[config.mk]
export PLATFORM = sky130hd
export DESIGN_NAME = mm_bus_read
export DESIGN_NICKNAME = d
export VERILOG_FILES = /design/src/rtl/mm_bus_read.sv
export SDC_FILE = /design/constraint.sdc
export NUM_CORES = 2
export LEC_CHECK = 0
export CAP_MARGIN = 10
export CORE_AREA = 5 5 394 396
export DETAILED_ROUTE_END_ITERATION = 7
export DIE_AREA = 0 0 399 401
export GPL_TIMING_DRIVEN = 0
export PLACE_DENSITY = 0.59
export SLEW_MARGIN = 20
export SYNTH_ARGS = -nofsm -noshare
export SYNTH_HDL_FRONTEND = slang
export SYNTH_SLANG_ARGS = --single-unit
[constraint.sdc]
create_clock -name clock -period 56.9 [get_ports clock]
set_input_delay 17.07 -clock clock [delete_from_list [all_inputs] [get_ports clock]]
set_output_delay 17.07 -clock clock [all_outputs]
set_load 0.01 [all_outputs]
[src/rtl/mm_bus_read.sv]
// Register-bank read stage for the motor-move engine: snapshots the four enable
// registers plus per-row step and sleep counts of one column through a single read port.
module mm_bus_read #(
  parameter int ROWS        = 29,
  parameter int COL_W       = 2,
  parameter int ROW_W       = 5,
  parameter int REG_W       = 4,
  parameter int DATA_W      = 16,
  parameter int STEPS_REG   = 0,
  parameter int SLEEPS_REG  = 1,
  parameter int ENABLE_REG0 = 8,
  parameter logic [ROW_W-1:0] CTRL_ROW = '1,
  parameter logic [COL_W-1:0] CTRL_COL = '1
) (
  input  logic                          clock,
  input  logic                          reset,
  input  logic                          start,
  input  logic [COL_W-1:0]              col,
  input  logic                          abort,
  output logic                          rd_req,
  output logic [ROW_W+COL_W+REG_W-1:0]  rd_addr,
  input  logic                          rd_gnt,
  input  logic                          rd_valid,
  input  logic [DATA_W-1:0]             rd_data,
  output logic [4*DATA_W-1:0]           enables,
  output logic [ROWS*DATA_W-1:0]        num_steps,
  output logic [ROWS*DATA_W-1:0]        num_sleeps,
  output logic                          busy,
  output logic                          done
);

  localparam int ADDR_W = ROW_W + COL_W + REG_W;
  // idx must also count the four enable registers when ROW_W is tiny
  localparam int IDX_W  = (ROW_W > 2) ? ROW_W : 2;

  typedef enum logic [2:0] {
    IDLE      = 3'd0,
    RD_EN     = 3'd1,
    RD_STEPS  = 3'd2,
    RD_SLEEPS = 3'd3,
    DONE      = 3'd4
  } state_t;

  state_t             state_reg, state_next;
  logic               wait_reg, wait_next;
  logic [IDX_W-1:0]   idx_reg, idx_next;
  logic [COL_W-1:0]   col_reg, col_next;

  logic               reading;
  logic               last_idx;
  logic               capture;
  logic [REG_W-1:0]   en_sel;

  assign reading  = (state_reg == RD_EN) || (state_reg == RD_STEPS) || (state_reg == RD_SLEEPS);
  assign last_idx = (state_reg == RD_EN) ? (idx_reg == IDX_W'(3)) : (idx_reg == IDX_W'(ROWS - 1));
  // abort wins over a coincident rd_valid, so the arrays keep only completed reads
  assign capture  = reading && wait_reg && rd_valid && !abort;
  assign en_sel   = REG_W'(ENABLE_REG0) + REG_W'(idx_reg);

  // State register
  always_ff @(posedge clock or posedge reset) begin
    if (reset) begin
      state_reg <= IDLE;
      wait_reg  <= 1'b0;
      idx_reg   <= '0;
      col_reg   <= '0;
    end else begin
      state_reg <= state_next;
      wait_reg  <= wait_next;
      idx_reg   <= idx_next;
      col_reg   <= col_next;
    end
  end

  // Next-state logic
  always_comb begin
    state_next = state_reg;
    wait_next  = wait_reg;
    idx_next   = idx_reg;
    col_next   = col_reg;
    case (state_reg)
      IDLE: begin
        if (start) begin
          state_next = RD_EN;
          col_next   = col;
          idx_next   = '0;
          wait_next  = 1'b0;
        end
      end
      RD_EN, RD_STEPS, RD_SLEEPS: begin
        if (!wait_reg) begin
          if (rd_gnt) begin
            wait_next = 1'b1;
          end
        end else if (rd_valid) begin
          wait_next = 1'b0;
          if (last_idx) begin
            idx_next = '0;
            case (state_reg)
              RD_EN:    state_next = RD_STEPS;
              RD_STEPS: state_next = RD_SLEEPS;
              default:  state_next = DONE;
            endcase
          end else begin
            idx_next = idx_reg + 1'b1;
          end
        end
      end
      DONE: begin
        state_next = IDLE;
      end
      default: begin
        state_next = IDLE;
        wait_next  = 1'b0;
        idx_next   = '0;
      end
    endcase
    if (abort && (state_reg != IDLE)) begin
      state_next = IDLE;
      wait_next  = 1'b0;
      idx_next   = '0;
    end
  end

  // Output logic
  always_comb begin
    rd_req  = reading && !wait_reg;
    rd_addr = '0;
    if (rd_req) begin
      case (state_reg)
        RD_EN:     rd_addr = {CTRL_ROW, CTRL_COL, en_sel};
        RD_STEPS:  rd_addr = {idx_reg[ROW_W-1:0], col_reg, REG_W'(STEPS_REG)};
        RD_SLEEPS: rd_addr = {idx_reg[ROW_W-1:0], col_reg, REG_W'(SLEEPS_REG)};
        default:   rd_addr = ADDR_W'(0);
      endcase
    end
    busy = (state_reg != IDLE);
    done = (state_reg == DONE);
  end

  // Snapshot arrays: each slot only loads when its own index is being captured
  genvar gi;
  generate
    for (gi = 0; gi < 4; gi++) begin : g_en
      logic [DATA_W-1:0] en_reg;
      always_ff @(posedge clock or posedge reset) begin
        if (reset) begin
          en_reg <= '0;
        end else if (capture && (state_reg == RD_EN) && (idx_reg == IDX_W'(gi))) begin
          en_reg <= rd_data;
        end
      end
      assign enables[gi*DATA_W +: DATA_W] = en_reg;
    end

    for (gi = 0; gi < ROWS; gi++) begin : g_row
      logic [DATA_W-1:0] steps_reg;
      logic [DATA_W-1:0] sleeps_reg;
      always_ff @(posedge clock or posedge reset) begin
        if (reset) begin
          steps_reg <= '0;
        end else if (capture && (state_reg == RD_STEPS) && (idx_reg == IDX_W'(gi))) begin
          steps_reg <= rd_data;
        end
      end
      always_ff @(posedge clock or posedge reset) begin
        if (reset) begin
          sleeps_reg <= '0;
        end else if (capture && (state_reg == RD_SLEEPS) && (idx_reg == IDX_W'(gi))) begin
          sleeps_reg <= rd_data;
        end
      end
      assign num_steps[gi*DATA_W +: DATA_W]  = steps_reg;
      assign num_sleeps[gi*DATA_W +: DATA_W] = sleeps_reg;
    end
  endgenerate

endmodule

==> flow_metrics.tcl <==
set metrics [dict create \
    worstMarginPinSlew_ps 1150 \
    drt-pass1-iter-count 5 \
    critPathRequiredTime_ps 39830 \
    worst_slack_ps 36750 \
    portBuffers 1029 \
    dpl.cell_count 5423 \
    fillCellCount 14600 \
    crit-reg2reg-capture "g_row[14].steps_reg[2]$_DFFE_PP0P_" \
    reg2reg_from "idx_reg[0]$_DFFE_PP0P_" \
    synth_top_area_frac 0.653 \
    hold_class "register to register" \
    dp_hpwl_mm 120 \
    ant_nets 0 \
    cts-root-buf "clkbuf_16" \
    overflow 0 \
    crit_family "buffers and inverters" \
    rsz0062_at_grt "no" \
    layout.cells.non_filler 5636 \
    syn_area_per_cell_um2 16.4 \
    cap_violations 0 \
    syn_inst 2345 \
    utilization 0.366 \
    yosys_most_used_dff "dfrtp_1" \
    synth_commonest_cells "dfrtp_1, mux2_2, clkbuf_1, buf_6, buf_2" \
    dieHeight_um 401 \
    cp_slowest_stage_delay_ps 800 \
    crit_buf_inv 4 \
    end_kind "primary output" \
    r2r_slack_ps 53720 \
    worstPathMaxFanout 10 \
    fin_crit_sh 0.354 \
    wirelength_mm 158 \
    antenna_found_initial 18 \
    cp_slowest_cell "clkdlybuf4s50_1" \
    async_flop_share 1.00 \
    reg2reg_depth 6 \
    hold_end "g_row[3].steps_reg[15]$_DFFE_PP0P_" \
    hold_viol 0 \
    grt_max_degree 101 \
    path_class "register to primary output" \
    wire_per_inst_um 28.0 \
    drive_above_1_share 0.372 \
    relSlewSlack 0.234 \
    cts-resized-gates 0 \
    path_clk_slew_ps 60 \
    clk_path_buf_depth 3 \
    crit_path_frequent_cell "clkbuf_1" \
    grt_pass1_wl_mm 217 \
    area_delta_synth_final_pct 43.8 \
    synth.most_common_cell "dfrtp_1" \
    grt_util_all_layers 0.193 \
    htree_levels 3 \
    period_minus_slack_ps 20150 \
    status "completed" \
    leakagePower_uw 0.0259 \
    p_per_area_mw_per_mm2 28.9 \
    nNetsFinal 3534 \
    syn_area_mm2 0.0384 \
    synth_edf_count 0 \
    finalMaxSlewViolations 0 \
    gp_congestion 0.799 \
    synth_nets 2374 \
    hold_start "g_row[3].steps_reg[15]$_DFFE_PP0P_" \
    synth_area_leaders "dfrtp_1, mux2_2, clkbuf_1" \
    peakVddDrop_v 0.0000204 \
    io_pins 1030 \
    yosys.area.top_type "dfrtp_1" \
    startpoint "state_reg[1]$_DFFE_PP0P_" \
    coreArea_mm2 0.151 \
    ys_ff_latch 1003 \
    first_global_vias 26100 \
    yosysWarnings 0 \
    dieWidth_um 399 \
    cts_setup_buffers 0 \
    clock_latency_ps 730 \
    netlist-cell-type-count 46 \
    cts_sinks 1003 \
    clock.fmax_ghz 0.0496 \
    setup_viol 0 \
    arrival_ps 3080 \
    place_ws_ps 36600 \
    hold_path_depth 1 \
    cp-start-kind "register" \
    path_cells "clkbuf_2, clkbuf_1, clkbuf_1, nor3_1, clkdlybuf4s50_1" \
    drt_drc_violations_left 0 \
    viasPerCell 4.39 \
    ys_seq_area_frac 0.653 \
    cts_buffers 110 \
    drt_first_iter_violations 1021 \
    rows 143 \
    die_area_mm2 0.160 \
    cts_tree "yes" \
    dr_total_vias 24800 \
    fin_skew_ps 16.9 \
    initial_core_util 0.254 \
    hold_buffers 0 \
]
## kinds of logic (layout without fill, tap and decap cells)
logic type	count (synthesis)	count (layout)	share of synthesized area
and+or+nand+nor	121	121	0.0225
adders and majority gates	5	5	0.00163
muxes	994	994	0.291
DFF	1003	1003	0.653
AOI/OAI and AO/OA	28	28	0.00443
other	0	14	0
buffers and inverters	194	1441	0.0276
## metrics by stage
stage / hold slack [ps] / area [um2] / power, uW / setup TNS (ps)
floorplan: 504 / 38400 / 818 / 0
finish: 502 / 55300 / 1600 / 0
detailed placement: 491 / 51700 / 909 / 0
CTS: 504 / 55300 / 1620 / 0
global route: 509 / 55300 / 1660 / 0
global placement: 487 / 51300 / 906 / -1379720
## cell usage in the layout (no fill, tap or decap), types with 12 or more instances in the layout
master / count
dfrtp_1: 1003
buf_4: 19
clkdlybuf4s50_1: 1014
diode_2: 14
buf_16: 15
nand2_2: 12
clkbuf_1: 136
clkbuf_8: 19
buf_2: 44
buf_6: 30
clkbuf_16: 111
clkinv_2: 20
mux2_2: 993
nand2_1: 17
nor2_2: 27
## how the worst max path moves through the flow
stage	endpoint	slack, ps	cells after the start
6_report	done	36750	5
5_1_grt	done	36440	5
4_1_cts	rd_req	36550	5
3_5_place_dp	g_row[7].sleeps_reg[1]$_DFFE_PP0P_	36600	7
3_3_place_gp	g_row[24].steps_reg[6]$_DFFE_PP0P_	-1680	2
2_1_floorplan	col_reg[0]$_DFFE_PP0P_	11610	1
## worst register-to-register path, stage by stage, from the launching register on
cell	delay [ps]
dfrtp_1	450
inv_1	150
ha_1	230
nand2_1	360
nor3_2	1000
buf_2	500
mux2_2	400
## per-layer routing
metal	track usage	share of wire
met1	0.225	0.39
met4	0.0921	0.050
met5	0	0
met3	0.0586	0.078
met2	0.323	0.49
## report_power, final
group	internal [uW]	switching [uW]	leakage, uW
combinational	59.2	91.1	0.0102
clock	404	301	0.00174
sequential	731	10.2	0.0140
total	1190	403	0.0259
## final cells by class
type,instances,area [um2],area share
Tap cell,2030,2540,0.0459
Buffer,181,1010,0.0184
Antenna cell,14,35.0,0.000634
Inverter,13,56.3,0.00102
Multi-Input combinational cell,1148,12300,0.222
Clock inverter,33,365,0.00661
Sequential cell,1003,25100,0.454
Timing Repair Buffer,1048,10700,0.194
Clock buffer,166,3170,0.0574
(Power assumes the default switching activity.)
